[src/rtl/clasificador_vc_pkg.sv]
// -----------------------------------------------------------------------------
// clasificador_vc_pkg
// Shared definitions for the VC ingress classifier:
//   - default word width, class-bit index and push-counter width
//   - holding-buffer state encoding (EMPTY / ONE / TWO)
//   - helper that extracts the target VC from a word
// -----------------------------------------------------------------------------
package clasificador_vc_pkg;

  localparam int DATA_W_DEF    = 6;
  localparam int CLASS_BIT_DEF = 5;
  localparam int CNT_W_DEF     = 8;

  // Occupancy of the main/skid holding buffer.
  typedef enum logic [1:0] {
    EMPTY = 2'd0,
    ONE   = 2'd1,
    TWO   = 2'd2
  } state_e;

  // Target VC of a word: 0 selects VC0, 1 selects VC1.
  function automatic logic vc_sel(input logic [DATA_W_DEF-1:0] w);
    return w[CLASS_BIT_DEF];
  endfunction

endpackage

[src/rtl/clasificador_vc_buffer_skid.sv]
// -----------------------------------------------------------------------------
// clasificador_vc_buffer_skid
// Two-entry in-order holding buffer. "main" holds the oldest word, "skid" the
// second one. The head (main) leaves when issue_i is high; a new word enters
// when in_valid_i && in_ready_o.
//
// Handshake: a word transfers at a rising edge where in_valid_i and in_ready_o
// are both 1. in_ready_o is combinational from reset and state only (it never
// depends on in_valid_i), so the upstream may hold data stable until accepted.
//
// Ports:
//   clk, reset     clock, synchronous active-high reset
//   in_data_i      incoming word
//   in_valid_i     incoming word valid
//   in_ready_o     buffer can take a word this cycle
//   issue_i        head word is consumed at this edge (ignored when empty)
//   head_data_o    oldest buffered word
//   head_valid_o   buffer is not empty
//   state_o        debug view of the occupancy state
// -----------------------------------------------------------------------------
module clasificador_vc_buffer_skid
  import clasificador_vc_pkg::*;
#(
  parameter int DATA_W = DATA_W_DEF
) (
  input  logic              clk,
  input  logic              reset,
  input  logic [DATA_W-1:0] in_data_i,
  input  logic              in_valid_i,
  output logic              in_ready_o,
  input  logic              issue_i,
  output logic [DATA_W-1:0] head_data_o,
  output logic              head_valid_o,
  output logic [1:0]        state_o
);

  state_e            state_q, state_d;
  logic [DATA_W-1:0] main_q, main_d;
  logic [DATA_W-1:0] skid_q, skid_d;
  logic              accept;

  // State register.
  always_ff @(posedge clk) begin
    if (reset) begin
      state_q <= EMPTY;
      main_q  <= '0;
      skid_q  <= '0;
    end else begin
      state_q <= state_d;
      main_q  <= main_d;
      skid_q  <= skid_d;
    end
  end

  // Next-state logic.
  always_comb begin
    state_d = state_q;
    main_d  = main_q;
    skid_d  = skid_q;
    accept  = in_valid_i && in_ready_o;
    unique case (state_q)
      EMPTY: begin
        // Nothing to issue from EMPTY, whatever issue_i says.
        if (accept) begin
          main_d  = in_data_i;
          state_d = ONE;
        end
      end
      ONE: begin
        if (issue_i && accept) begin
          main_d = in_data_i;
        end else if (issue_i) begin
          state_d = EMPTY;
        end else if (accept) begin
          skid_d  = in_data_i;
          state_d = TWO;
        end
      end
      TWO: begin
        // No accept possible here: in_ready_o is low.
        if (issue_i) begin
          main_d  = skid_q;
          state_d = ONE;
        end
      end
      default: state_d = EMPTY;
    endcase
  end

  // Outputs.
  always_comb begin
    in_ready_o   = !reset && (state_q != TWO);
    head_valid_o = (state_q != EMPTY);
    head_data_o  = main_q;
    state_o      = state_q;
  end

endmodule

[src/rtl/clasificador_vc.sv]
// -----------------------------------------------------------------------------
// clasificador_vc
// Ingress classifier feeding the VC0/VC1 FIFOs. Words are held in a 2-entry
// in-order buffer; the oldest word is pushed to the FIFO selected by its class
// bit whenever that FIFO is neither full nor almost full. Order is strict
// across both VCs (a blocked head stalls everything behind it).
//
// Handshake: a word on data_in is taken at a rising edge where valid_in and
// ready_in are both 1; ready_in = !reset && (state != TWO).
//
// Ports:
//   clk, reset                        clock, synchronous active-high reset
//   data_in, valid_in, ready_in       ingress valid/ready interface
//   VC0_full, VC1_full                FIFO full flags
//   VC0_almost_full, VC1_almost_full  FIFO has at most one free slot
//   VC0_push, VC1_push                registered push strobes
//   VC0_data, VC1_data                registered push data (held when idle)
//   count_VC0, count_VC1              wrapping per-VC push counters
//   state_dbg                         buffer state (0 EMPTY, 1 ONE, 2 TWO)
// -----------------------------------------------------------------------------
module clasificador_vc
  import clasificador_vc_pkg::*;
#(
  parameter int DATA_W    = DATA_W_DEF,
  parameter int CLASS_BIT = CLASS_BIT_DEF,
  parameter int CNT_W     = CNT_W_DEF
) (
  input  logic              clk,
  input  logic              reset,
  input  logic [DATA_W-1:0] data_in,
  input  logic              valid_in,
  output logic              ready_in,
  input  logic              VC0_full,
  input  logic              VC1_full,
  input  logic              VC0_almost_full,
  input  logic              VC1_almost_full,
  output logic              VC0_push,
  output logic              VC1_push,
  output logic [DATA_W-1:0] VC0_data,
  output logic [DATA_W-1:0] VC1_data,
  output logic [CNT_W-1:0]  count_VC0,
  output logic [CNT_W-1:0]  count_VC1,
  output logic [1:0]        state_dbg
);

  logic [DATA_W-1:0] head_data;
  logic              head_valid;
  logic              tgt;
  logic              blocked0, blocked1;
  logic              issue;

  logic              vc0_push_q, vc0_push_d;
  logic              vc1_push_q, vc1_push_d;
  logic [DATA_W-1:0] vc0_data_q, vc0_data_d;
  logic [DATA_W-1:0] vc1_data_q, vc1_data_d;
  logic [CNT_W-1:0]  cnt0_q, cnt0_d;
  logic [CNT_W-1:0]  cnt1_q, cnt1_d;

  clasificador_vc_buffer_skid #(
    .DATA_W (DATA_W)
  ) u_buffer (
    .clk          (clk),
    .reset        (reset),
    .in_data_i    (data_in),
    .in_valid_i   (valid_in),
    .in_ready_o   (ready_in),
    .issue_i      (issue),
    .head_data_o  (head_data),
    .head_valid_o (head_valid),
    .state_o      (state_dbg)
  );

  // Almost-full counts as blocked: the push is registered, so the flag seen
  // now lags the FIFO by one cycle and we need that one-slot margin.
  always_comb begin
    tgt      = head_data[CLASS_BIT];
    blocked0 = VC0_full || VC0_almost_full;
    blocked1 = VC1_full || VC1_almost_full;
    issue    = head_valid && !(tgt ? blocked1 : blocked0);
  end

  always_comb begin
    vc0_push_d = issue && !tgt;
    vc1_push_d = issue && tgt;
    vc0_data_d = vc0_push_d ? head_data : vc0_data_q;
    vc1_data_d = vc1_push_d ? head_data : vc1_data_q;
    cnt0_d     = cnt0_q + CNT_W'(vc0_push_d);
    cnt1_d     = cnt1_q + CNT_W'(vc1_push_d);
  end

  always_ff @(posedge clk) begin
    if (reset) begin
      vc0_push_q <= 1'b0;
      vc1_push_q <= 1'b0;
      vc0_data_q <= '0;
      vc1_data_q <= '0;
      cnt0_q     <= '0;
      cnt1_q     <= '0;
    end else begin
      vc0_push_q <= vc0_push_d;
      vc1_push_q <= vc1_push_d;
      vc0_data_q <= vc0_data_d;
      vc1_data_q <= vc1_data_d;
      cnt0_q     <= cnt0_d;
      cnt1_q     <= cnt1_d;
    end
  end

  always_comb begin
    VC0_push  = vc0_push_q;
    VC1_push  = vc1_push_q;
    VC0_data  = vc0_data_q;
    VC1_data  = vc1_data_q;
    count_VC0 = cnt0_q;
    count_VC1 = cnt1_q;
  end

endmodule

[config.mk]
export PLATFORM = sky130hd
export DESIGN_NAME = clasificador_vc
export DESIGN_NICKNAME = d
export VERILOG_FILES = /design/src/rtl/clasificador_vc_pkg.sv /design/src/rtl/clasificador_vc_buffer_skid.sv /design/src/rtl/clasificador_vc.sv
export SDC_FILE = /design/constraint.sdc
export NUM_CORES = 1
export LEC_CHECK = 0
export ABC_AREA = 1
export CAP_MARGIN = 20
export CORE_MARGIN = 4
export CORE_UTILIZATION = 35
export DETAILED_ROUTE_END_ITERATION = 6
export SYNTH_ARGS = -nofsm -noshare
export SYNTH_HDL_FRONTEND = slang
export SYNTH_SLANG_ARGS = --single-unit
[constraint.sdc]
create_clock -name clk -period 3.6 [get_ports clk]
set_input_delay 0.36 -clock clk [delete_from_list [all_inputs] [get_ports clk]]
set_output_delay 0.36 -clock clk [all_outputs]
set_load 0.02 [all_outputs]
Word-level counts from Yosys, hierarchy flattened. Cells that the tools add are included. W data, S select, Z words.

Register bits: 44. Word-level logic and storage cells: 49.

$add $sub $neg: 2. Bitwise gates (word level): 2. Eq/ne operators: 8. Mux-type cells: 11. Reduce and logical (&&, ||, !) cells: 17.

Operator list (count): $mux W6 (3); $pmux W6 S3 (1); $add A8 B1 Y8 (2); $reduce_and A4 Y1 (3); $mux W2 (5); $logic_and A1 B1 Y1 (6); $ne A2 B2 Y1 const B (3); $pmux W2 S3 (1); $ne A2 B1 Y1 const B (2); $logic_not A1 Y1 (3); $ne A3 B2 Y1 const B (1); $reduce_bool A3 Y1 (1); $eq A2 B1 Y1 const B (1); $eq A2 B2 Y1 const B (1); $logic_not A2 Y1 (1); $logic_or A1 B1 Y1 (2); $not A1 Y1 (2); $reduce_bool A2 Y1 (1); $mux W1 (1).

Longest topological paths before layout.
Depth after elaboration: 7. Mapped depth: 13.

By module. From an unflattened synthesis, not the netlist that was laid out.

Cells, all modules: 277. Area total of the unflattened synthesis: 2020.7 µm².

By module, submodules not included: clasificador_vc (seq. area each 600.6 µm², cells each 172, instances 1, area each 1255.0 µm²); clasificador_vc_buffer_skid (seq. area each 280.3 µm², cells each 105, instances 1, area each 765.7 µm²).

Worst setup path after synthesis. No wires, ideal clock.

Path kind: register -> register. Start: register u_buffer.state_q[1], in the netlist u_buffer.state_o[1]. End: register cnt0_q[7], in the netlist count_VC0[7]. Path buffers: 1. Path slack: 1.768 ns. Setup time: 0.115 ns. Data arrival time: 1.717 ns. Cell stages (with the launch flop): 14. Period minus slack after synthesis: 1.832 ns. Required time: 3.485 ns. Cells stage by stage: dfxtp_1 -> inv_2 -> nand2_2 -> nand3_2 -> inv_2 -> buf_6 -> ha_1 -> nand3_1 -> nor2_1 -> nand2_1 -> nor2_1 -> nand3_1 -> nand2_1 -> nor2_1.

Word-level cells in the longest chain between the ends: 4.

Ends and longest elaborated chain: start, declared (line clasificador_vc_buffer_skid.sv:37) `state_e state_q, state_d;`; start signal, assigned (line clasificador_vc_buffer_skid.sv:49) `state_q <= state_d;`; $reduce_bool A2 Y1 (line clasificador_vc_buffer_skid.sv:93) `head_valid_o = (state_q != EMPTY);`; $logic_and A1 B1 Y1 (line clasificador_vc.sv:79) `issue = head_valid && !(tgt ? blocked1 : blocked0);`; $logic_and A1 B1 Y1 (line clasificador_vc.sv:83) `vc0_push_d = issue && !tgt;`; net vc0_push_d (line clasificador_vc.sv:52) `logic vc0_push_q, vc0_push_d;`; $add A8 B1 Y8 (line clasificador_vc.sv:87) `cnt0_d = cnt0_q + CNT_W'(vc0_push_d);`; end signal, assigned (line clasificador_vc.sv:104) `cnt0_q <= cnt0_d;`; end, declared (line clasificador_vc.sv:56) `logic [CNT_W-1:0] cnt0_q, cnt0_d;`.

The timed path passes the listed nets, and every way through them passes these cells. A chain may end at the register's enable or synchronous reset.

Worst setup path in the final report.
Start: input reset. End: output ready_in.

Word-level cells in the longest chain between the ends: 2.

Ends and longest elaborated chain: start, declared (line clasificador_vc.sv:29) `input logic reset,`; $logic_not A1 Y1 (line clasificador_vc_buffer_skid.sv:92) `in_ready_o = !reset && (state_q != TWO);`; $logic_and A1 B1 Y1 (line clasificador_vc_buffer_skid.sv:92); end, declared (line clasificador_vc.sv:32) `output logic ready_in,`.

Every way passes these cells.

==> flow_summary.yaml <==
drt:
  num_vias: 1566
  dr.pass1.iters: 4
  wirelength_mm: 4.01
  routedWlPerCell_um: 11.4
  post-route-drc-count: 0
  drt.antenna.violating_nets: 0
  drt_first_iter_violations: 72
  route.detailed.vias_per_inst: 4.47
critical_path:
  r2r.worst_path.cells: 12
  reg2reg_setup_slack_ns: 1.66
  crit_required_ns: 3.24
  critPathMaxStageDelay_ns: 0.65
  cp-startpoint: "reset"
  timing.critical_path.slowest_stage_cell: "clkdlybuf4s50_1"
  worstReg2RegEnd: "count_VC0[7]"
  cp_top_family: "buffers and inverters"
  startpoint_type_of_the_worst_setup_path: "input port"
  cpMostUsedCell: "clkdlybuf4s50_1"
  critical_path.cell_chain: "clkdlybuf4s50_1, nor2_1, clkdlybuf4s50_1"
  setup_crit_end_kind: "output pin"
  timing.critical_path.arrival_ns: 1.84
  timing.critical_path.to: "ready_in"
  r2r-start: "u_buffer.state_o[1]"
  crit_fanout: 13
  critical_path.n_buffers_inverters: 2
  critical_path_depth: 3
  critPathKind: "in2out"
grt:
  groute.usage.overall_pct: 12.9
  grt.met2_usage_pct: 18.6
  use_met3_pct: 4.39
  grt_overflow: 0
  globalRoute.busiestLayer: "met2"
  antenna_found_initial: 0
  global_route.usage.met1_pct: 17.3
  pin_count_of_the_biggest_net_entering_global_routing: 25
  first_global_vias: 1437
  grt_first_pass_wirelength_mm: 6.58
timing:
  timing.final.crit_period_ns: 2.20
  worst_tran_pin_value_ns: 0.484
  final_layout_worst_hold_slack_ns: 0.466
  fmax_mhz: 455
  fin_worst_skew_ns: 0.00278
  timing.final.setup_violations: 0
  max-slew-margin-rel_pct: 67.6
  timing_hold_violations_final: 0
  finalSetupTns_ns: 0
  timing.final.max_slew_violations: 0
  min_period_over_period_pct: 61.0
  grt_setup_unrepaired: "no"
cts:
  clock_tree.buffer_depth: 2
  post_cts_resize_count: 0
  cts-buffers-inserted: 5
  clkLatencyLatePin_ns: 0.29
  cts_hold_buffers: 0
  cts_tree: "yes"
  cts_num_sinks: 44
  cts_setup_buffers: 0
  h_tree_levels: 2
  clk_pin_slew_worst_paths_ns: 0.08
  clock-root-buffer: "clkbuf_8"
hold_path:
  holdCritPathClass: "reg2reg"
finish:
  synthToLayoutAreaGrowth_pct: 30.1
  layout.cells.most_common: "clkdlybuf4s50_1"
  finalNetCount: 296
  antenna_cells: 0
  most-common-layout-cells: "clkdlybuf4s50_1, dfxtp_1, nand2_1"
  num-fill-cells: 506
  final_layout_size_suffix_gt1_share_pct: 13.6
floorplanning:
  floorplan.initialDensity_pct: 36.5
  chipHeight_um: 81.4
  die_area_sq_um: 6630
  die-width_um: 81.4
  design.portCount: 46
  rows: 26
  core-area_sq_um: 5170
place:
  port_buffers: 45
  place.gp.congestion: 0.745
  hpwl_mm: 2.89
power:
  power.leakage_nw: 1.02
  powerDensity_nw_per_um2: 373
  vdd_ir_drop_max_mv: 0.129
  post-layout-total-power_uw: 915
synth:
  syn_nets: 251
  synth_cell_type_count: 24
  synth-seq-cells: 44
  ys_warn_count: 0
  synth.yosys.seq_area_share_pct: 46.7
  postSynthAreaPerCell_sq_um: 8.06
  syn_inst: 234
  synth_area_sq_um: 1890
flow_run:
  drv.max_cap_violation_count: 0
outcome:
  outcome: "complete, no violations"
-- power by group --
| part | total (mW) | internal (mW) | switching [mW] |
|---|---|---|---|
| Clock | 0.318 | 0.153 | 0.165 |
| Combinational | 0.0940 | 0.0395 | 0.0545 |
| Sequential | 0.504 | 0.497 | 0.00630 |
-- worst min path at each step --
stage                       startpoint                 end  slack (ns)  cells past startpoint
finish                     VC1_data[5]         VC1_data[5]        0.47                      1
global route        u_buffer.skid_q[4]  u_buffer.skid_q[4]        0.49                      2
CTS                 u_buffer.skid_q[5]  u_buffer.skid_q[5]        0.47                      2
detailed placement         VC1_data[5]         VC1_data[5]        0.45                      1
global placement           VC0_data[5]         VC0_data[5]        0.45                      2
floorplan                        reset        count_VC1[2]        0.44                      1
-- area by class of cell --
type / count / area [sq um] / share of cell area [%]
sequential: 44 / 881 / 35.9
multi-input combinational: 156 / 836 / 34.0
timing repair buffer: 46 / 458 / 18.7
inverter: 26 / 100 / 4.08
tap: 70 / 87.6 / 3.57
clock buffer: 6 / 82.6 / 3.36
clock inverter: 2 / 10.0 / 0.408
-- cells by family (layout without fill, tap and decap cells) --
kind of cell	Yosys count	count (layout)	share of synthesized area [%]
and+or+nand+nor	105	105	26.9
DFF	44	44	46.7
AOI/OAI and AO/OA	42	42	12.5
buffers and inverters	34	80	9.02
xor gates and xnor gates	5	5	2.32
adders and majority gates	4	4	2.65
-- flip-flops by register name, indices dropped and copies added (netlist names) --
name	cells
count_VC0	8
VC1_data	6
VC0_push	1
u_buffer.state_o	2
VC1_push	1
count_VC1	8
u_buffer.skid_q	6
u_buffer.head_data_o	6
VC0_data	6
-- cells in the mapped netlist, drive strengths merged --
cell	number	share of area [%]
a21oi	27	8.4
buf	4	2.4
clkbuf	4	1.3
nor2	30	6.2
dfxtp	44	47
ha	4	2.7
nand4	2	0.66
o21a	1	0.40
inv	26	5.3
xor2	5	2.3
nand3	21	7.8
o21ai	14	3.7
nor3	5	1.3
nand2	47	11
-- per-layer routing --
layer,wire length [um],up-vias
met5,0,-
met4,71,0
met3,248,4
met2,1710,44
met1,1980,674
li1,-,844
-- stage by stage --
| step | setup slack [ns] | utilization [%] | instances | instance area (sq um) |
|---|---|---|---|---|
| detailed placement | 1.29 | 45.7 | 342 | 2360 |
| finish | 1.40 | 47.5 | 350 | 2450 |
| global route | 1.28 | 47.5 | 350 | 2450 |
| floorplan | 1.77 | - | 234 | 1890 |
| global placement | 1.33 | 45.7 | 342 | 2360 |
| CTS | 1.37 | 47.5 | 350 | 2450 |
Power figures use the tool's default switching activity.
